[config.mk]
export PLATFORM = sky130hd
export DESIGN_NAME = cpu_ctrl_fsm
export DESIGN_NICKNAME = d
export VERILOG_FILES = /design/src/rtl/cpu_pkg.sv /design/src/rtl/cpu_perf_cnt.sv /design/src/rtl/cpu_ctrl_fsm.sv
export SDC_FILE = /design/constraint.sdc
export NUM_CORES = 1
export LEC_CHECK = 0
export CAP_MARGIN = 20
export CORE_ASPECT_RATIO = 1.25
export CORE_MARGIN = 5
export CORE_UTILIZATION = 45
export CTS_CLUSTER_DIAMETER = 30
export DETAILED_ROUTE_END_ITERATION = 10
export PLACE_DENSITY = 0.77
export SYNTH_ARGS = -nofsm -noshare
export SYNTH_HDL_FRONTEND = slang
export SYNTH_SLANG_ARGS = --single-unit
[constraint.sdc]
create_clock -name clk -period 4.9 [get_ports clk]
set_clock_uncertainty 0.05 [all_clocks]
set_input_delay 0.735 -clock clk [delete_from_list [all_inputs] [get_ports clk]]
set_output_delay 0.735 -clock clk [all_outputs]
set_load 0.02 [all_outputs]
[src/rtl/cpu_pkg.sv]
// Shared encodings for the multicycle CPU: opcodes, functs, FSM states and
// the datapath mux/ALU selects driven by the control unit.
package cpu_pkg;

  localparam logic [5:0] OP_RTYPE = 6'h00;
  localparam logic [5:0] OP_J     = 6'h02;
  localparam logic [5:0] OP_BEQ   = 6'h04;
  localparam logic [5:0] OP_ADDI  = 6'h08;
  localparam logic [5:0] OP_LW    = 6'h23;
  localparam logic [5:0] OP_SW    = 6'h2B;
  localparam logic [5:0] OP_HALT  = 6'h3F;

  localparam logic [5:0] FN_ADD = 6'h20;
  localparam logic [5:0] FN_SUB = 6'h22;
  localparam logic [5:0] FN_AND = 6'h24;
  localparam logic [5:0] FN_OR  = 6'h25;
  localparam logic [5:0] FN_SLT = 6'h2A;

  typedef enum logic [3:0] {
    S_FETCH, S_DECODE, S_EXEC, S_WB_ALU, S_ADDR, S_MEM_RD,
    S_WB_MEM, S_MEM_WR, S_BRANCH, S_JUMP, S_HALT
  } state_t;

  typedef enum logic [2:0] {
    ALU_ADD = 3'd0, ALU_SUB = 3'd1, ALU_AND = 3'd2, ALU_OR = 3'd3, ALU_SLT = 3'd4
  } alu_op_t;

  typedef enum logic [1:0] {
    PC_PLUS4 = 2'd0, PC_BRANCH = 2'd1, PC_JUMP = 2'd2
  } pc_src_t;

  typedef enum logic [1:0] {
    SRCB_RT = 2'd0, SRCB_FOUR = 2'd1, SRCB_IMM = 2'd2, SRCB_IMM_SH2 = 2'd3
  } alu_src_b_t;

  function automatic logic funct_ok(input logic [5:0] f);
    return f inside {FN_ADD, FN_SUB, FN_AND, FN_OR, FN_SLT};
  endfunction

  function automatic alu_op_t funct_alu(input logic [5:0] f);
    case (f)
      FN_SUB:  return ALU_SUB;
      FN_AND:  return ALU_AND;
      FN_OR:   return ALU_OR;
      FN_SLT:  return ALU_SLT;
      default: return ALU_ADD;
    endcase
  endfunction

endpackage

[src/rtl/cpu_perf_cnt.sv]
// Architectural cycle and retired-instruction counters; cycle counting
// freezes once the core has halted.
module cpu_perf_cnt #(
  parameter int CNT_W = 32
) (
  input  logic             clk,
  input  logic             rst,
  input  logic             halted,
  input  logic             retire,
  output logic [CNT_W-1:0] cycle_cnt,
  output logic [CNT_W-1:0] instret_cnt
);

  always_ff @(posedge clk or negedge rst) begin
    if (!rst) begin
      cycle_cnt   <= '0;
      instret_cnt <= '0;
    end else begin
      if (!halted) cycle_cnt <= cycle_cnt + 1'b1;
      if (retire)  instret_cnt <= instret_cnt + 1'b1;
    end
  end

endmodule

[src/rtl/cpu_ctrl_fsm.sv]
// Multicycle control unit: sequences fetch/decode/execute/memory/writeback,
// stalls on mem_ready and keeps the performance counters.
module cpu_ctrl_fsm
  import cpu_pkg::*;
#(
  parameter int CNT_W = 32
) (
  input  logic             clk,
  input  logic             rst,
  input  logic [5:0]       opcode,
  input  logic [5:0]       funct,
  input  logic             alu_zero,
  input  logic             mem_ready,
  output logic             mem_req,
  output logic             mem_we,
  output logic             iord,
  output logic             ir_write,
  output logic             pc_write,
  output logic [1:0]       pc_src,
  output logic             alu_src_a,
  output logic [1:0]       alu_src_b,
  output logic [2:0]       alu_op,
  output logic             reg_write,
  output logic             reg_dst,
  output logic             mem_to_reg,
  output logic             halted,
  output logic             illegal,
  output logic [CNT_W-1:0] cycle_cnt,
  output logic [CNT_W-1:0] instret_cnt
);

  state_t state, state_next;
  logic   illegal_reg;
  logic   illegal_set;
  logic   retire;

  always_ff @(posedge clk or negedge rst) begin
    if (!rst) begin
      state       <= S_FETCH;
      illegal_reg <= 1'b0;
    end else begin
      state <= state_next;
      if (illegal_set) illegal_reg <= 1'b1;
    end
  end

  always_comb begin
    state_next  = state;
    illegal_set = 1'b0;
    retire      = 1'b0;
    case (state)
      S_FETCH:  if (mem_ready) state_next = S_DECODE;
      S_DECODE: begin
        case (opcode)
          OP_RTYPE: begin
            if (funct_ok(funct)) state_next = S_EXEC;
            else begin
              state_next  = S_FETCH;
              illegal_set = 1'b1;
            end
          end
          OP_ADDI:      state_next = S_EXEC;
          OP_LW, OP_SW: state_next = S_ADDR;
          OP_BEQ:       state_next = S_BRANCH;
          OP_J:         state_next = S_JUMP;
          // HALT retires on entry because the HALT state is never left
          OP_HALT: begin
            state_next = S_HALT;
            retire     = 1'b1;
          end
          default: begin
            state_next  = S_FETCH;
            illegal_set = 1'b1;
          end
        endcase
      end
      S_EXEC:   state_next = S_WB_ALU;
      S_WB_ALU: begin
        state_next = S_FETCH;
        retire     = 1'b1;
      end
      S_ADDR:   state_next = (opcode == OP_LW) ? S_MEM_RD : S_MEM_WR;
      S_MEM_RD: if (mem_ready) state_next = S_WB_MEM;
      S_WB_MEM: begin
        state_next = S_FETCH;
        retire     = 1'b1;
      end
      S_MEM_WR: begin
        if (mem_ready) begin
          state_next = S_FETCH;
          retire     = 1'b1;
        end
      end
      S_BRANCH, S_JUMP: begin
        state_next = S_FETCH;
        retire     = 1'b1;
      end
      S_HALT:   state_next = S_HALT;
      default:  state_next = S_FETCH;
    endcase
  end

  // Strobes are forced low while reset is held, even though state sits in FETCH
  always_comb begin
    mem_req    = 1'b0;
    mem_we     = 1'b0;
    iord       = 1'b0;
    ir_write   = 1'b0;
    pc_write   = 1'b0;
    pc_src     = PC_PLUS4;
    alu_src_a  = 1'b0;
    alu_src_b  = SRCB_RT;
    alu_op     = ALU_ADD;
    reg_write  = 1'b0;
    reg_dst    = 1'b0;
    mem_to_reg = 1'b0;
    if (rst) begin
      case (state)
        S_FETCH: begin
          mem_req   = 1'b1;
          ir_write  = mem_ready;
          pc_write  = mem_ready;
          alu_src_b = SRCB_FOUR;
        end
        S_DECODE: alu_src_b = SRCB_IMM_SH2;
        S_EXEC: begin
          alu_src_a = 1'b1;
          alu_src_b = (opcode == OP_RTYPE) ? SRCB_RT : SRCB_IMM;
          alu_op    = (opcode == OP_RTYPE) ? funct_alu(funct) : ALU_ADD;
        end
        S_WB_ALU: begin
          reg_write = 1'b1;
          reg_dst   = (opcode == OP_RTYPE);
        end
        S_ADDR: begin
          alu_src_a = 1'b1;
          alu_src_b = SRCB_IMM;
        end
        S_MEM_RD: begin
          mem_req = 1'b1;
          iord    = 1'b1;
        end
        S_WB_MEM: begin
          reg_write  = 1'b1;
          mem_to_reg = 1'b1;
        end
        S_MEM_WR: begin
          mem_req = 1'b1;
          mem_we  = 1'b1;
          iord    = 1'b1;
        end
        S_BRANCH: begin
          alu_src_a = 1'b1;
          alu_op    = ALU_SUB;
          pc_src    = PC_BRANCH;
          pc_write  = alu_zero;
        end
        S_JUMP: begin
          pc_src   = PC_JUMP;
          pc_write = 1'b1;
        end
        default: ;
      endcase
    end
  end

  assign halted  = (state == S_HALT);
  assign illegal = illegal_reg;

  cpu_perf_cnt #(.CNT_W(CNT_W)) u_perf_cnt (
    .clk         (clk),
    .rst         (rst),
    .halted      (halted),
    .retire      (retire),
    .cycle_cnt   (cycle_cnt),
    .instret_cnt (instret_cnt)
  );

endmodule

* After elaboration in Yosys (flattened, before gate mapping)
Index checks and enable logic that the tools add are counted.
** Operators by class
- Add/subtract/negate cells :: 2
- Multipliers :: 0
- Divide/modulo/power cells :: 0
- $lt $le $gt $ge :: 0
- Equality and inequality tests :: 24
- Shifts and indexed selects :: 0
- Muxes and demuxes :: 40
- Bitwise gates (word level) :: 0
- Reductions and logical operators :: 11
** Operators by type and width (number)
- adder 32 x 1 -> 32 bit, second input constant :: 2
- == test 6 bit, second input constant :: 8
- one-hot mux 4 bit (7 select lines) :: 1
- one-hot mux 4 bit (6 select lines) :: 1
- 2-to-1 mux 1 bit :: 21
- == test 4 x 3 -> 1 bit, second input constant :: 4
- == test 4 bit, second input constant :: 3
- 2-to-1 mux 4 bit :: 3
- one-hot mux 3 bit (4 select lines) :: 1
- 2-to-1 mux 2 bit :: 5
- == test 4 x 2 -> 1 bit, second input constant :: 2
- one-hot mux 2 bit (4 select lines) :: 1
- == test 6 x 2 -> 1 bit, second input constant :: 1
- == test 6 x 3 -> 1 bit, second input constant :: 1
- == test 6 x 4 -> 1 bit, second input constant :: 1
- zero test 6 bit :: 1
- 2-to-1 mux 3 bit :: 2
- != test 2 bit, second input constant :: 3
- one-hot mux 1 bit (3 select lines) :: 2
- one-hot mux 3 bit (2 select lines) :: 1
- OR reduction 2 bit :: 3
- OR reduction 3 bit :: 2
- OR reduction 6 bit :: 1
- nonzero test 5 bit :: 1
- 6 further kinds :: 6
** Word-level totals
- Flip-flop bits (word level) :: 69
- Bits in latches :: 0
- Memory bits (writable) :: 0
- Memory bits (read-only) :: 0
- Memories kept :: 0

* Longest topological paths before layout
Gate-level depths: netlist of the first run.
- Depth after elaboration :: 5
- Depth in mapped cells :: 7
- Mapped depth without buffers :: 5

* By module
Synthesis of the first run repeated with hierarchy kept, for this count alone.
** Unflattened totals
- Cells, all modules :: 357
- Area, all modules :: 3658.5 µm²
** By module, submodules not included
- cpu_perf_cnt :: times used 1, cells an instance 259, area each 2955.3 µm², sequential area each 1601.5 µm²
- cpu_ctrl_fsm :: times used 1, cells an instance 98, area each 703.2 µm², sequential area each 125.1 µm²

* Worst setup path before layout of the first run
No wires, ideal clock.
- Path kind :: input-to-output
- From :: input opcode[0]
- To :: output alu_op[1]
- Arrival time :: 2.403 ns
- Setup slack :: 1.712 ns
- Stages on the path :: 4
- Path through :: nor3_1 > nand4_1 > or4_1 > nor4b_1
** On the way
- Longest elaborated chain between the ends :: 4
** Ends and longest elaborated chain
- from (decl) :: line cpu_ctrl_fsm.sv:10 : input logic [5:0] opcode,
- zero test 6 bit :: line cpu_ctrl_fsm.sv:129 : alu_op = (opcode == OP_RTYPE) ? funct_alu(funct) : ALU_ADD;
- 2-to-1 mux 3 bit :: line cpu_ctrl_fsm.sv:129
- one-hot mux 3 bit (2 select lines) :: line cpu_ctrl_fsm.sv:118 : case (state)
- 2-to-1 mux 3 bit :: line cpu_ctrl_fsm.sv:117 : if (rst) begin
- to (decl) :: line cpu_ctrl_fsm.sv:22 : output logic [2:0] alu_op,
No other way between the ends.

* Worst setup path in the final report of the first run
- From :: input opcode[3]
- To :: output alu_op[1]
The elaborated chain is that of the path after synthesis.

==> metrics.md, run 1 <==
| Metric | Value |
|---|---|
| Buffers on Ports | `97` |
| CTS tree | `built` |
| Synthesized Nets | `375` |
| Status | `completed` |
| Clock sink total | `69` |
| Gpl congestion | `0.798` |
| Number of detailed-route iterations in the first pass | `4` |
| Core Region | `0.00779 sq mm` |
| Pwr Total | `1.80 mW` |
| Non-Filler Instances | `549` |
| Cell variety after synth | `45` |
| Sequential share of power | `0.419` |
| Number of global-route vias before repair | `3010` |
| 1st-iter DRT viols | `64` |
| Cells along the critical path | `clkdlybuf4s50_1, nor3_1, nand4_1, or4_1, nor4b_1, clkdlybuf4s50_1` |
| Initial core utilization | `0.460` |
| H-tree depth reported by CTS | `3` |
| Placed cells | `534` |
| Largest net degree at the start of global routing | `54` |
| Cts bufs inserted | `9` |
| Drc violations | `0` |
| Crit path DAT | `3.24 ns` |
| Share of cells above drive strength 1 | `0.0507` |
| Slowest cell on the critical path | `clkdlybuf4s50_1` |
| Register area share after synthesis | `0.482` |
| Diodes inserted | `0` |
| Delay-heaviest family, CP | `simple AND/OR/NAND/NOR gates` |
| Area contributors post-synth | `dfrtp_1 (48%), xnor2_1 (14%), and3_1 (3.7%)` |
| Post-synth top area share | `0.482` |
| Fin. max-slew vios | `0` |
| Initial antenna violation count | `0` |
| Utilization after layout | `0.618` |
| Die area | `0.00985 sq mm` |
| Int Power | `1.19 mW` |
| Peak supply drop | `0.205 mV` |
| Max Fclk | `248 MHz` |
| Synth Flop Type | `dfrtp_1` |
| WL/cell | `15.1 um` |
| Switching share of power | `0.337` |
| Clock Latency Late Sink | `0.33 ns` |
| Gr usage total | `0.171` |
| Synth Cell Area | `0.00358 sq mm` |
| Largest area contributor in the netlist | `dfrtp_1` |
| Count leader, synth | `dfrtp_1` |
| Total wire length | `8290 um` |
| Biggest registers after layout | `u_perf_cnt.cycle_cnt: 32 flops, u_perf_cnt.instret_cnt: 32 flops, state: 4 flops` |
| Die Wd | `89.8 um` |
| Post-Syn Instances | `357` |
| Hold Slack | `0.298 ns` |
| WP buf/inv | `2` |
| Final setup vio count | `0` |
| TNS Setup | `0 ns` |
| Via-per-instance ratio | `5.41` |
| Cts repair resizes | `0` |
| Critical Path Fanout Max | `4` |
| P_sw | `0.605 mW` |
| Synth Area per Inst | `10.0 sq um` |
| P&R area growth vs syn | `34.4%` |
| Worst rel slew slack | `0.550` |
| Fin nets | `468` |
| Yosys reg bits | `69` |
| Comb pwr share | `0.295` |
| # hold bufs at CTS | `0` |
| # fillers | `656` |
| Top cell by count, worst path | `clkdlybuf4s50_1` |
| CP endpoint kind | `output pin` |
| Clock period minus worst slack | `4.03 ns` |
| FP Rows | `36` |
| Max-cap violations | `0` |
| Final worst path period share | `0.822` |
| Critical path's largest stage delay | `0.67 ns` |
| Post-CTS Setup Repair Bufs | `0` |
| Clk root buf | `clkbuf_8` |
| Hold Fails Final Rpt | `0` |
| Die span in y | `110 um` |
| Clk pin slew, worst setup/hold paths | `0.08 ns` |
| Setup CP Type | `input port to output pin` |
| Leakage power | `2.01 nW` |
| Clock network power share | `0.286` |
| Post-synth EDFFs | `0` |
| Global-route wire length before repair | `14100 um` |
| DP Wirelength | `6030 um` |
| Tightest Pin Transition | `0.675 ns` |
| Maximum buffer depth of the clock tree | `2` |
| Synth top cells by count | `dfrtp_1 (69), xnor2_1 (56), nand2_1 (34)` |
| Ys Warns | `0` |
| # IOs | `98` |
| CP required | `4.12 ns` |
| Vias | `2971` |
| Crit start category | `input port` |
| Remaining global-route overflow | `0` |
| RSZ-0062 raised after global routing | `no` |
| PwrDens | `374 mW/mm^2` |
| Hold WC Path Type | `input port to asynchronous set/reset pin` |
| FFs w/ async S/R, synth | `1.00` |
| Remaining antenna violation count after routing | `0` |
## stage by stage
step                area [sq um]  worst slack [ns]
global placement            4590             0.979
floorplan                   3580              1.71
CTS                         4810             0.855
detailed placement          4590             0.876
finish                      4810             0.872
global route                4810             0.722
## power groups by stage
| stage | Sequential, mW | Clock (mW) | Combinational, mW |
|---|---|---|---|
| floorplan | 0.772 | 0 | 0.307 |
| global placement | 0.759 | 0 | 0.528 |
| detailed placement | 0.763 | 0 | 0.536 |
| CTS | 0.753 | 0.527 | 0.537 |
| global route | 0.772 | 0.550 | 0.575 |
| finish | 0.754 | 0.514 | 0.530 |
## cell families after synthesis
| group | count (synthesis) | synth area share |
|---|---|---|
| AO/OA/AOI/OAI | 25 | 0.0500 |
| XOR/XNOR | 64 | 0.157 |
| adder cells (fa/ha/maj) | 2 | 0.00699 |
| buffers and inverters | 23 | 0.0314 |
| flip-flops | 69 | 0.482 |
| multiplexers | 2 | 0.00594 |
| AND/OR/NAND/NOR | 172 | 0.267 |
## final cells by class
type / count / area [sq um] / area share
multi-input combinational: 265 / 1740 / 0.362
sequential: 69 / 1730 / 0.359
timing repair buffer: 99 / 981 / 0.204
clock buffer: 10 / 138 / 0.0286
tap: 95 / 119 / 0.0247
clock inverter: 5 / 83.8 / 0.0174
inverter: 6 / 22.5 / 0.00468
## path summary, 6_finish.rpt
check                           cells past startpoint                     start  slack, ns                    endpoint
worst min register to register                      1  u_perf_cnt.cycle_cnt[31]       0.42    u_perf_cnt.cycle_cnt[31]
worst min-delay path                                1                       rst       0.30  u_perf_cnt.instret_cnt[18]
worst max register to register                      5                  state[1]       2.47  u_perf_cnt.instret_cnt[23]
min in group clk                                    1  u_perf_cnt.cycle_cnt[31]       0.42    u_perf_cnt.cycle_cnt[31]
worst max-delay path                                6                 opcode[3]       0.87                   alu_op[1]
max in group asynchronous                           2                       rst       3.44    u_perf_cnt.cycle_cnt[10]
## layout by cell type (no fill, tap or decap), types with 2 or more instances in the layout
cell type,Yosys,final
xor2_1,8,8
and2_1,6,6
a2111oi_0,2,2
nor3b_1,2,2
nand2_1,34,34
a21oi_1,7,7
nand2b_1,6,6
xnor2_1,56,56
and3_1,21,21
clkinvlp_4,0,2
buf_4,2,2
nand4_1,20,20
dfrtp_1,69,69
nand3_1,24,24
nor2_1,22,22
o21ai_0,5,5
nor4_1,3,3
nor3_1,12,12
clkbuf_8,0,10
clkdlybuf4s50_1,0,96
ha_1,2,2
bufinv_16,0,2
nor4b_1,2,2
and4_1,12,12
inv_1,6,6
## per-layer routing
metal	wire, um	up-vias	GRT usage
met3	382	10	0.0376
met5	0	-	0
met1	3720	1444	0.218
met4	93	0	0.0670
li1	-	1443	-
met2	4100	74	0.286
## worst register-to-register path, stage by stage (launching register included)
cell,delay (ns)
dfrtp_1,0.60
or4b_4,0.65
nor3_4,0.30
o31a_2,0.39
nand4_1,0.17
xnor2_1,0.16
Power figures use the tool's default switching activity.
==> run 2, diff against run 1 <==
--- a/config.mk
+++ b/config.mk
@@ -8,10 +8,10 @@
 export CAP_MARGIN = 20
 export CORE_ASPECT_RATIO = 1.25
 export CORE_MARGIN = 5
-export CORE_UTILIZATION = 45
+export CORE_UTILIZATION = 44
 export CTS_CLUSTER_DIAMETER = 30
 export DETAILED_ROUTE_END_ITERATION = 10
-export PLACE_DENSITY = 0.77
+export PLACE_DENSITY = 0.79
 export SYNTH_ARGS = -nofsm -noshare
 export SYNTH_HDL_FRONTEND = slang
 export SYNTH_SLANG_ARGS = --single-unit
==> constraint.sdc (replaced) <==
create_clock -name clk -period 3.32 [get_ports clk]
set_clock_uncertainty 0.05 [all_clocks]
set_input_delay 0.498 -clock clk [delete_from_list [all_inputs] [get_ports clk]]
set_output_delay 0.498 -clock clk [all_outputs]
set_load 0.02 [all_outputs]
==> run 2 against run 1 <==
Compared with the run above: final cell count grew 2.4%; combinational power up 68%; non-clock buffer count rose by 13; first-iteration DRC count grew 72%; global-route usage up 0.19 points; die area is 2.0% higher; worst hold slack lost 0.18 ns; power rose by 42%; wire length up 0.87%; via count up 2.3%; sequential share of layout area down 0.44 points; critical path type unchanged; critical endpoint is now alu_op[0].
==> metrics.md, run 2 (synthesized netlist as in run 1, its figures left out) <==
| Metric | Value |
|---|---|
| Max Fclk | `314 MHz` |
| FP Rows | `36 (unchanged)` |
| Met3 Wirelength | `434 um (was 382 um)` |
| Top layer in use | `met4 (unchanged)` |
| Hold WC Path Type | `input port to asynchronous set/reset pin (unchanged)` |
| Post-CTS Setup Repair Bufs | `0 (unchanged)` |
| PwrDens | `523 mW/mm^2 (was 374 mW/mm^2)` |
| Crit path from | `opcode[0] (was opcode[3])` |
| Core Region | `0.00788 sq mm (was 0.00779 sq mm)` |
| Pwr Total | `2.55 mW (was 1.80 mW)` |
| Maximum buffer depth of the clock tree | `2 (unchanged)` |
| RR Endpoint | `u_perf_cnt.instret_cnt[31] (was u_perf_cnt.instret_cnt[23])` |
| Initial core utilization | `0.454 (was 0.460)` |
| Worst rel slew slack | `0.492 (was 0.550)` |
| 1st-iter DRT viols | `110 (was 64)` |
| Remaining global-route overflow | `0 (unchanged)` |
| Flop2flop setup slack | `1.00 ns (was 2.47 ns)` |
| Placed cells | `547 (was 534)` |
| Clock period minus worst slack | `3.19 ns` |
| R2r worst-path depth | `6 (was 5)` |
| Gpl congestion | `0.799 (was 0.798)` |
| Number of detailed-route iterations in the first pass | `4 (unchanged)` |
| DP Wirelength | `6150 um (was 6030 um)` |
| Setup CP Type | `input port to output pin (unchanged)` |
| Die span in y | `111 um (was 110 um)` |
| Die area | `0.0101 sq mm (was 0.00985 sq mm)` |
| Die Wd | `90.7 um (was 89.8 um)` |
| Fin nets | `481 (was 468)` |
| Final worst path period share | `0.960` |
| RSZ-0062 raised after global routing | `no (unchanged)` |
| CP required | `2.77 ns (was 4.12 ns)` |
| Clk pin slew, worst setup/hold paths | `0.07 ns (was 0.08 ns)` |
| Area occupied by registers | `0.00173 sq mm (unchanged)` |
| Largest net degree at the start of global routing | `62 (was 54)` |
| # fillers | `658 (was 656)` |
| Number of global-route vias before repair | `3048 (was 3010)` |
| Hold Fails Final Rpt | `0 (unchanged)` |
| TNS Setup | `0 ns (unchanged)` |
| Leakage power | `2.09 nW (was 2.01 nW)` |
| Most common cell after layout, fill and taps aside | `clkdlybuf4s50_1 (unchanged)` |
| Max-cap violations | `0 (unchanged)` |
| Met2 Wirelength | `4240 um (was 4100 um)` |
| Area of the multi-input gates | `0.00175 sq mm (was 0.00174 sq mm)` |
| Status | `completed (unchanged)` |
| Share of cells above drive strength 1 | `0.0771 (was 0.0507)` |
| CP endpoint kind | `output pin (unchanged)` |
| Total wire length | `8370 um (was 8290 um)` |
| Diodes inserted | `0 (unchanged)` |
| H-tree depth reported by CTS | `3 (unchanged)` |
| Drc violations | `0 (unchanged)` |
| Via-per-instance ratio | `5.41 (about the same)` |
| Final setup vio count | `0 (unchanged)` |
| WL met1 | `3610 um (was 3720 um)` |
| Biggest registers after layout | `u_perf_cnt.cycle_cnt: 32 flops, u_perf_cnt.instret_cnt: 32 flops, state: 4 flops (unchanged)` |
| Clock Latency Late Sink | `0.34 ns (was 0.33 ns)` |
| P&R area growth vs syn | `36.1% (was 34.4%)` |
| Vias | `3040 (was 2971)` |
| Gr usage total | `0.173 (was 0.171)` |
| # IOs | `98 (unchanged)` |
| CTS tree | `built (unchanged)` |
| Tightest Pin Transition | `0.761 ns (was 0.675 ns)` |
| Clk root buf | `clkbuf_8 (unchanged)` |
| Cts bufs inserted | `9 (unchanged)` |
| Fin. max-slew vios | `0 (unchanged)` |
| Critical Path Fanout Max | `3 (was 4)` |
| Global-route wire length before repair | `14500 um (was 14100 um)` |
| R2R Path Start | `state[1] (unchanged)` |
| Remaining antenna violation count after routing | `0 (unchanged)` |
| Crit path DAT | `2.64 ns (was 3.24 ns)` |
| Clock sink total | `69 (unchanged)` |
| Crit start category | `input port (unchanged)` |
| Peak supply drop | `0.389 mV (was 0.205 mV)` |
| Initial antenna violation count | `0 (unchanged)` |
| Buffers on Ports | `97 (unchanged)` |
| Most frequent cells in the layout | `clkdlybuf4s50_1 (94), dfrtp_1 (69), xnor2_1 (56), nand2_1 (34), nand3_1 (24) (was clkdlybuf4s50_1 (96), dfrtp_1 (69), xnor2_1 (56), nand2_1 (34), nand3_1 (24))` |
| Non-Filler Instances | `562 (was 549)` |
| WL/cell | `14.9 um (was 15.1 um)` |
-- run 2: routing by layer --
| metal | global-route usage | vias to the layer above |
|---|---|---|
| met4 | 0.0526 | 0 |
| met5 | 0 | - |
| met2 | 0.288 | 75 |
| met1 | 0.216 | 1491 |
| met3 | 0.0509 | 8 |
| li1 | - | 1466 |
-- run 2: final cells by class --
type,count,share of cell area
inverter,6,0.00462
multi-input combinational,265,0.359
sequential,69,0.354
clock inverter,3,0.00437
clock buffer,12,0.0318
tap,95,0.0244
timing repair buffer,112,0.222
-- run 2: worst max path at each step --
stage | endpoint | slack [ns] | depth (start not counted)
5_1_grt | alu_op[0] | 0.02 | 7
2_1_floorplan | alu_op[1] | 0.61 | 4
4_1_cts | alu_op[2] | 0.06 | 6
3_5_place_dp | alu_op[1] | -0.008 | 6
6_report | alu_op[0] | 0.13 | 7
3_3_place_gp | alu_op[1] | 0.04 | 6
-- run 2: report_power, final --
part | leakage, nW | switching [mW] | internal, mW | total, mW
Clock | 0.0884 | 0.306 | 0.308 | 0.614
Sequential | 0.932 | 0.103 | 0.938 | 1.04
Combinational | 1.06 | 0.484 | 0.408 | 0.892
Total | 2.09 | 0.892 | 1.65 | 2.55
-- run 2: what timing repair did --
action / CTS / global route
hold endpoints to repair: 0 / 0
endpoints found under the setup margin: 1 / 1
resized for setup: 1 / 1
gates cloned: 0 / 0
hold buffers: 0 / 0
pin swaps: 0 / 0
-- run 2: worst max-delay path, stage by stage --
cell and delay, ns:
clkdlybuf4s50_1 0.43, nor3_1 0.28, nand4_1 0.15, or4_1 0.47, nor2_1 0.12, a21o_1 0.11
clkdlybuf4s50_1 0.59
-- run 2: stage by stage --
| stage | util | hold WS [ns] | worst slack, ns | instance area, sq um |
|---|---|---|---|---|
| final | 0.618 | 0.115 | 0.134 | 4870 |
| after floorplan | - | 0.152 | 0.606 | 3580 |
| after global placement | 0.596 | 0.405 | 0.0443 | 4690 |
| after detailed placement | 0.596 | 0.408 | -0.00836 | 4690 |
| after CTS | 0.618 | 0.105 | 0.0563 | 4870 |
| after global routing | 0.618 | 0.0999 | 0.0181 | 4870 |
==> run 3, diff against run 2 <==
--- a/config.mk
+++ b/config.mk
@@ -12,6 +12,7 @@
 export CTS_CLUSTER_DIAMETER = 30
 export DETAILED_ROUTE_END_ITERATION = 10
 export PLACE_DENSITY = 0.79
+export RECOVER_POWER = 50
 export SYNTH_ARGS = -nofsm -noshare
 export SYNTH_HDL_FRONTEND = slang
 export SYNTH_SLANG_ARGS = --single-unit
==> constraint.sdc (replaced) <==
create_clock -name clk -period 3.32 [get_ports clk]
set_clock_uncertainty 0.05 [all_clocks]
set_input_delay 0.498 -clock clk [delete_from_list [all_inputs] [get_ports clk]]
set_output_delay 0.498 -clock clk [all_outputs]
set_load 0.005 [all_outputs]
==> run 3 against run 2 <==
Compared with the run above: critical path depth fell by 1; design area fell by 1.1%; count of clock-buffer cells in the layout did not move; power fell by 6.8%; non-clock buffer count fell by 2; register-to-register slack got worse by 0.33 ns.
==> metrics.md, run 3 (synthesized netlist as in run 1, its figures left out) <==
| Metric | Value |
|---|---|
| Status | `completed (unchanged)` |
| TNS Setup | `0 ns (unchanged)` |
| Largest net degree at the start of global routing | `62 (unchanged)` |
| CP endpoint kind | `output pin (unchanged)` |
| WL/cell | `14.9 um (about the same)` |
| Gpl congestion | `0.795 (was 0.799)` |
| FP Rows | `36 (unchanged)` |
| Buffers on Ports | `97 (unchanged)` |
| R2R Path Start | `state[0] (was state[1])` |
| Initial antenna violation count | `0 (unchanged)` |
| Post-CTS Setup Repair Bufs | `0 (unchanged)` |
| Clk pin slew, worst setup/hold paths | `0.07 ns (about the same)` |
| PwrDens | `492 mW/mm^2 (was 523 mW/mm^2)` |
| Core Region | `0.00788 sq mm (unchanged)` |
| Tightest Pin Transition | `1.49 ns (was 0.761 ns)` |
| Die area | `0.0101 sq mm (unchanged)` |
| Remaining global-route overflow | `0 (unchanged)` |
| Cts repair resizes | `0 (was 1)` |
| Remaining antenna violation count after routing | `0 (unchanged)` |
| Die Wd | `90.7 um (unchanged)` |
| Number of detailed-route iterations in the first pass | `4 (unchanged)` |
| CP Capture Point | `alu_op[1] (was alu_op[0])` |
| GR Util met1 | `0.208 (was 0.216)` |
| Met2 Usage GRT | `0.280 (was 0.288)` |
| # hold bufs at CTS | `0 (unchanged)` |
| # fillers | `678 (was 658)` |
| Leakage power | `2.11 nW (was 2.09 nW)` |
| Flop2flop setup slack | `0.67 ns (was 1.00 ns)` |
| Fin worst setup slack | `0.111 ns (was 0.134 ns)` |
| Dpl ws | `0.115 ns (was -0.00836 ns)` |
| Most frequent cells in the layout | `dfrtp_1 (69), clkdlybuf4s50_1 (67), xnor2_1 (56), nand2_1 (34), dlygate4sd3_1 (29) (was clkdlybuf4s50_1 (94), dfrtp_1 (69), xnor2_1 (56), nand2_1 (34), nand3_1 (24))` |
| Drc violations | `0 (unchanged)` |
| Worst rel slew slack | `0.00631 (was 0.492)` |
| Hold WC Path Type | `input port to asynchronous set/reset pin (unchanged)` |
| Initial core utilization | `0.454 (unchanged)` |
| Clock sink total | `69 (unchanged)` |
| Fin. max-slew vios | `0 (unchanged)` |
| Global-route wire length before repair | `14200 um (was 14500 um)` |
| Cts bufs inserted | `9 (unchanged)` |
| Final worst path period share | `0.967 (was 0.960)` |
| Crit path from | `opcode[0] (unchanged)` |
| Max-cap violations | `0 (unchanged)` |
| Final setup vio count | `0 (unchanged)` |
| Hold Slack | `0.353 ns (was 0.115 ns)` |
| Vias | `3031 (was 3040)` |
| Via-per-instance ratio | `5.40 (was 5.41)` |
| Max Fclk | `312 MHz (was 314 MHz)` |
| RR Endpoint | `u_perf_cnt.instret_cnt[31] (unchanged)` |
| Most common cell after layout, fill and taps aside | `dfrtp_1 (was clkdlybuf4s50_1)` |
| Biggest registers after layout | `u_perf_cnt.cycle_cnt: 32 flops, u_perf_cnt.instret_cnt: 32 flops, state: 4 flops (unchanged)` |
| Clock period minus worst slack | `3.21 ns (was 3.19 ns)` |
| CP required | `2.77 ns (about the same)` |
| Crit path DAT | `2.66 ns (was 2.64 ns)` |
| Share of cells above drive strength 1 | `0.0579 (was 0.0771)` |
| R2r worst-path depth | `6 (unchanged)` |
| Clk root buf | `clkbuf_8 (unchanged)` |
| Fin nets | `479 (was 481)` |
| Diodes inserted | `0 (unchanged)` |
| Routing usage on met3 | `0.0441 (was 0.0509)` |
| 1st-iter DRT viols | `113 (was 110)` |
| DP Wirelength | `6110 um (was 6150 um)` |
| Gr usage total | `0.170 (was 0.173)` |
| Peak supply drop | `0.364 mV (was 0.389 mV)` |
| Setup CP Type | `input port to output pin (unchanged)` |
| CTS tree | `built (unchanged)` |
| P&R area growth vs syn | `34.5% (was 36.1%)` |
| Busiest grt layer | `met2 (unchanged)` |
| # IOs | `98 (unchanged)` |
| Hold Fails Final Rpt | `0 (unchanged)` |
| Crit start category | `input port (unchanged)` |
| RSZ-0062 raised after global routing | `no (unchanged)` |
| Number of global-route vias before repair | `3006 (was 3048)` |
| Maximum buffer depth of the clock tree | `2 (unchanged)` |
| Total wire length | `8370 um (about the same)` |
| Clock Latency Late Sink | `0.35 ns (was 0.34 ns)` |
| Die span in y | `111 um (unchanged)` |
| H-tree depth reported by CTS | `3 (unchanged)` |
| Critical Path Fanout Max | `3 (unchanged)` |
==> run 3: cell count changes in the layout (fill, tap and decap cells not counted), sizes merged <==
cell | before | now
clkinvlp | 1 | 2
dlygate4sd2 | 1 | 0
clkbuf | 12 | 18
clkdlybuf4s50 | 94 | 67
dlygate4sd3 | 0 | 29
dlymetal6s2s | 1 | 0
buf | 16 | 8
==> run 3: power by group <==
part / switching (mW) / leakage, nW / internal (mW)
clock network: 0.312 / 0.0764 / 0.269
registers: 0.106 / 0.932 / 0.937
logic: 0.362 / 1.10 / 0.385
total: 0.781 / 2.11 / 1.59
==> run 3: metal layers <==
metal  part of all wire  vias up
met5                  0        -
met2               0.50       79
met4              0.022        0
met1               0.43     1473
met3              0.052       14
li1                   -     1465
==> run 3: critical path, stage by stage <==
cell	delay, ns
clkdlybuf4s50_1	0.44
nor3_1	0.24
nand4_1	0.15
or4_1	0.48
nor4b_1	0.31
clkdlybuf4s50_1	0.56
==> run 3: layout make-up <==
type	instances	area [sq um]	share of cell area
Timing Repair Buffer	110	1040	0.217
Tap cell	95	119	0.0247
Multi-Input combinational cell	265	1740	0.362
Clock buffer	12	135	0.0281
Inverter	6	22.5	0.00468
Clock inverter	4	25.0	0.00519
Sequential cell	69	1730	0.358
==> run 3: metrics by stage <==
stage / instances / area [sq um] / power (mW) / util
floorplan: 357 / 3580 / 1.47 / -
global placement: 545 / 4680 / 1.81 / 0.594
detailed placement: 545 / 4680 / 1.83 / 0.594
CTS: 561 / 4840 / 2.42 / 0.614
global route: 561 / 4820 / 2.53 / 0.611
finish: 561 / 4820 / 2.37 / 0.611
==> run 3: worst min-delay path by stage <==
| stage | cells after the start | slack [ns] | start | end |
|---|---|---|---|---|
| 6_report | 2 | 0.35 | rst | state[0] |
| 5_1_grt | 2 | 0.38 | rst | state[0] |
| 4_1_cts | 2 | 0.09 | rst | state[1] |
| 3_5_place_dp | 2 | 0.41 | illegal | illegal |
| 3_3_place_gp | 2 | 0.40 | illegal | illegal |
| 2_1_floorplan | 0 | 0.15 | rst | illegal |
==> variant 1, RTL diff (flow settings as in run 2) <==
Make the reset (`rst`) synchronous in 2 clocked blocks.
--- a/src/rtl/cpu_perf_cnt.sv
+++ b/src/rtl/cpu_perf_cnt.sv
@@ -13,3 +13,3 @@
 
-  always_ff @(posedge clk or negedge rst) begin
+  always_ff @(posedge clk) begin
     if (!rst) begin
--- a/src/rtl/cpu_ctrl_fsm.sv
+++ b/src/rtl/cpu_ctrl_fsm.sv
@@ -36,3 +36,3 @@
 
-  always_ff @(posedge clk or negedge rst) begin
+  always_ff @(posedge clk) begin
     if (!rst) begin
Behaviour: differs if rst is asserted again (counterexample within 4 cycles, from zero or initial values and one cycle with rst low); with rst held inactive, the same outputs for 10 cycles.
==> variant 1 against run 2 <==
- final area rose by 11%
- first-iteration DRC count rose by 22%
- setup slack improved by 0.067 ns
- wire length rose by 17%
- area after synthesis rose by 13%
- non-clock buffer count fell by 2
- sequential cell count did not move
- highest routed layer unchanged
Power is not compared: it rests on default switching activity, and its combinational part moved more than twofold at a synthesized area within 25%.
==> variant 1: results (changes against run 2) <==
Distinct cells, synth=58 (+29%); Vias/cell=5.300 (-2.0%); CTS root buffer=clkbuf_16; WP data arrival=2.57 ns (-0.07 ns); Finished Layout Cells=691 (+23%); Hold Crit Class=reg -> reg; grt met2 use=0.3149 (+0.02700); GPL Wtd Cong=0.8378 (+4.9%); Placed Area=5119 um^2 (+9.0%); syn nets=488 (+30%); outcome=completed; CP max FO=4 (+1); placed insts=676 (+24%); grt met1 use=0.2254 (+0.009264); total track usage=0.1831 (+0.009879); cell count after synthesis=470 (+32%); met2 WL=4.865 mm (+15%); met3 wire length=357 um (-18%); Starting DRT DRC Count=134 (+22%); share of post-route cells with drive strength above 1=0.08803 (+0.01094); largest net degree at the start of global routing=85 (+37%); ys async rst share=0 (-1.000); global-route met3 utilization=0.04028 (-0.01064); number of global-route vias before repair=3577 (+17%); register area share after synthesis=0.3425 (-0.1396); FILL cells=785 (+19%); biggest regs=u_perf_cnt.cycle_cnt (32), u_perf_cnt.instret_cnt (32), state (4); WL met1=4.479 mm (+24%); Commonest cells post-synth=dfxtp_1, and2_1, nand2_1, xnor2_1; wire per inst=14.18 um (-4.7%); dpl hpwl=7.071 mm (+15%); most area-consuming cells after synthesis=dfxtp_1, and2_1, xnor2_1; total leakage power=approximately 2 nW; Slew @ Worst Pin=0.6798 ns (-0.08161 ns); wire length of the first global-routing pass=16.66 mm (+15%); Nets=582 (+21%)
[variant 1: changes by cell type after synthesis, moves of 7 or more]
cell	run 2	this run
nand2_1	34	45
o21ai_0	5	15
and2_1	6	45
or3_1	1	8
xor2_1	8	21
nor2b_1	1	10
nor3_1	12	4
dfxtp_1	0	69
mux2i_1	1	11
nand2b_1	6	22
dfrtp_1	69	0
xnor2_1	56	24
a2111oi_2	0	8
[variant 1: layout make-up]
| cell class | count | area share |
|---|---|---|
| clock buffer | 11 | 0.04309 |
| clock inverter | 4 | 0.009266 |
| inverter | 7 | 0.004864 |
| multi-input combinational | 367 | 0.4617 |
| sequential | 69 | 0.2557 |
| tap | 123 | 0.02849 |
| timing repair buffer | 110 | 0.1969 |
[variant 1: stage by stage]
stage,hold slack [ns],setup WS [ns]
final,0.4318,0.2009
after global placement,0.4074,-0.008286
after CTS,0.4353,0.1082
after detailed placement,0.4282,-0.03328
after floorplan,0.4937,0.3862
after global routing,0.4702,0.05177
[variant 1: cells by family (layout without fill, tap and decap cells)]
family,count (synthesis),in the layout,share of synthesized area
adder cells (fa/ha/maj),2,2,0.006204
multiplexers,11,11,0.02730
buffers and inverters,34,132,0.03909
AND/OR/NAND/NOR,236,236,0.3314
AO/OA/AOI/OAI,73,73,0.1558
flip-flops,69,69,0.3425
XOR/XNOR,45,45,0.09774
[variant 1: worst max-delay path, stage by stage]
cell             delay, ns
clkdlybuf4s50_1       0.41
or3_1                 0.39
nor4_1                0.19
buf_4                 0.16
buf_4                 0.11
o21ai_0               0.07
o21ai_0               0.14
nor2_1                0.05
clkdlybuf4s50_1       0.54
[variant 1: final timing paths]
| check | startpoint | end | slack [ns] | cells past startpoint |
|---|---|---|---|---|
| worst max register to register | state[0]$_SDFFE_PN0P_ | u_perf_cnt.cycle_cnt[29]$_SDFFE_PN0N_ | 0.56 | 7 |
| worst min register to register | u_perf_cnt.instret_cnt[31]$_SDFFE_PN0P_ | u_perf_cnt.instret_cnt[31]$_SDFFE_PN0P_ | 0.43 | 2 |
| worst min-delay path | u_perf_cnt.instret_cnt[31]$_SDFFE_PN0P_ | u_perf_cnt.instret_cnt[31]$_SDFFE_PN0P_ | 0.43 | 2 |
| worst max-delay path | opcode[2] | alu_src_b[1] | 0.20 | 9 |
[variant 1: repair_timing]
| action | 4_1_cts | 5_1_grt |
|---|---|---|
| hold buffers | 0 | 0 |
| pin swaps | 0 | 0 |
| resized for setup | 2 | 1 |
| setup endpoints to repair | 2 | 1 |
[variant 1: where the power goes]
group	internal (mW)	switching [mW]	total, mW
clock	0.576	0.344	0.920
combinational	0.0581	0.0626	0.121
sequential	0.834	0.00964	0.843
total	1.47	0.416	1.88
==> variant 2, RTL diff (settings of run 2) <==
Made on the original files. `CNT_W` is set to 32 in 2 places; all go to 64.
--- a/src/rtl/cpu_perf_cnt.sv
+++ b/src/rtl/cpu_perf_cnt.sv
@@ -3,3 +3,3 @@
 module cpu_perf_cnt #(
-  parameter int CNT_W = 32
+  parameter int CNT_W = 64
 ) (
--- a/src/rtl/cpu_ctrl_fsm.sv
+++ b/src/rtl/cpu_ctrl_fsm.sv
@@ -5,3 +5,3 @@
 #(
-  parameter int CNT_W = 32
+  parameter int CNT_W = 64
 ) (
Ports: changed (resized cycle_cnt and instret_cnt); port bits go from 98 to 162. No check against the original RTL was run, so the function may have changed too.
==> variant 2 against run 2 <==
- setup slack worse by 0.020 ns
- area after synthesis is 90% higher
- clock power rose to 3.3 times the old value
- wire length grew 110%
- highest routed layer unchanged
- largest power group is now clock
- final area rose by 92%
- sequential cell count up 64
- synthesized cell count rose by 91%
- power increased by 83%
- critical path type unchanged
==> variant 2: results (changes against run 2) <==
outcome=completed; Nets=882 (+83%); Worst Reg-to-Reg Cells=5 (-1); Hold Crit Class=reg -> reg; Commonest cells post-synth=dfrtp_1, xor2_1, nand2_1, nor2_1, nand3_1; Placed Area=8722 um^2 (+86%); H-tree Lvls=4 (+1); Distinct cells, synth=53 (+18%); via count=5742 (+89%); dpl hpwl=12.73 mm (+110%); port buffer count=161 (+66%); maximum vdd drop=0.3733 mV (-4.0%); number of global-route vias before repair=5854 (+92%); total track usage=0.1987 (+0.02546); Yosys Warn Count=0 (unchanged); CTS root buffer=clkbuf_16; GPL Wtd Cong=0.8374 (+4.8%); Starting DRT DRC Count=343 (+210%); router iterations before antenna repair=6 (+2); Vias/cell=5.292 (-2.2%); clock slew at reported path FFs=0.05 ns (-0.02 ns); Skew-Pair Late Insertion Delay=0.42 ns (+0.08 ns); share of post-route cells with drive strength above 1=0.08666 (+0.009571); R2R Setup Slk=0.58 ns (-0.42 ns); CTS Buf Count=17 (+8); Final Util=0.6217 (+0.003565); Reg-to-Reg Start=state[0]$_DFFE_PN0P_; largest net degree at the start of global routing=65 (+4.8%); Post-Syn Area per Cell=9.953 um^2 (-0.78%); WP data arrival=2.66 ns (+0.02 ns); register area share after synthesis=0.4896 (+0.007420); placed insts=1052 (+92%); syn nets=701 (+87%); worst r2r dst=u_perf_cnt.instret_cnt[37]$_DFFE_PN0P_; FILL cells=1241 (+89%); wire length of the first global-routing pass=29.08 mm (+100%); most area-consuming cells after synthesis=dfrtp_1, xor2_1, xnor2_1
==> variant 2: cell types whose count changed in the layout (fill, tap and decap cells not counted), moves of 17 or more <==
cell,change
nand2_1,+35
clkdlybuf4s50_1,+64
nor2_1,+37
xor2_1,+77
nand3_1,+21
nor3_1,+23
nand4_1,+18
inv_1,+17
clkbuf_16,+17
dfrtp_1,+64
nor4_1,+31
==> variant 2: layout make-up <==
| class | instances | area share |
|---|---|---|
| Clock inverter | 13 | 0.02203 |
| Timing Repair Buffer | 179 | 0.1869 |
| Sequential cell | 133 | 0.3551 |
| Tap cell | 208 | 0.02777 |
| Multi-Input combinational cell | 510 | 0.3528 |
| Inverter | 23 | 0.009211 |
| Clock buffer | 19 | 0.04619 |
==> variant 2: worst min-delay path by stage <==
stage,endpoint,slack (ns),cells after the start
global route,illegal$_DFFE_PN0P_,0.43,1
global placement,u_perf_cnt.instret_cnt[12]$_DFFE_PN0P_,0.30,1
finish,illegal$_DFFE_PN0P_,0.41,1
CTS,illegal$_DFFE_PN0P_,0.42,1
floorplan,illegal$_DFFE_PN0P_,0.15,0
detailed placement,u_perf_cnt.instret_cnt[12]$_DFFE_PN0P_,0.30,1
==> variant 2: logic make-up (layout without fill, tap and decap cells) <==
logic type	count (synthesis)	in the layout	share of synthesized area
XOR/XNOR	129	129	0.1662
multiplexers	2	2	0.003129
adder cells (fa/ha/maj)	2	2	0.003681
buffers and inverters	40	234	0.02448
AO/OA/AOI/OAI	26	26	0.02687
AND/OR/NAND/NOR	351	351	0.2860
flip-flops	133	133	0.4896
==> variant 2: report_power, final <==
group          switching [mW]  total, mW  internal [mW]
sequential              0.146       1.85           1.71
clock                   0.692       2.02           1.33
combinational           0.416      0.786          0.370
==> variant 2: critical path, stage by stage <==
cell	delay (ns)
clkdlybuf4s50_1	0.41
or3_1	0.39
nor4_1	0.27
nand4_1	0.22
nor2_1	0.15
a21o_1	0.12
clkdlybuf4s50_1	0.60
==> variant 2: through the flow <==
| step | setup WS, ns | setup TNS, ns |
|---|---|---|
| 5_1_grt | 0.02936 | 0 |
| 6_report | 0.1141 | 0 |
| 2_1_floorplan | 0.5558 | 0 |
| 4_1_cts | 0.01933 | 0 |
| 3_3_place_gp | 0.05344 | 0 |
| 3_5_place_dp | -0.02902 | -0.02902 |
==> variant 2: metal layers <==
layer	up-vias	track usage	wire [um]
met4	0	0.06166	208
met2	147	0.3469	8996
met1	2811	0.2451	7304
met5	-	0	0
met3	16	0.04401	839
li1	2768	-	-
==> variant 2: timing repair <==
action                                 4_1_cts  5_1_grt
setup endpoints to repair                    1        1
hold buffers                                 1        0
endpoints found under the hold margin       14        0
resized for setup                            1        1
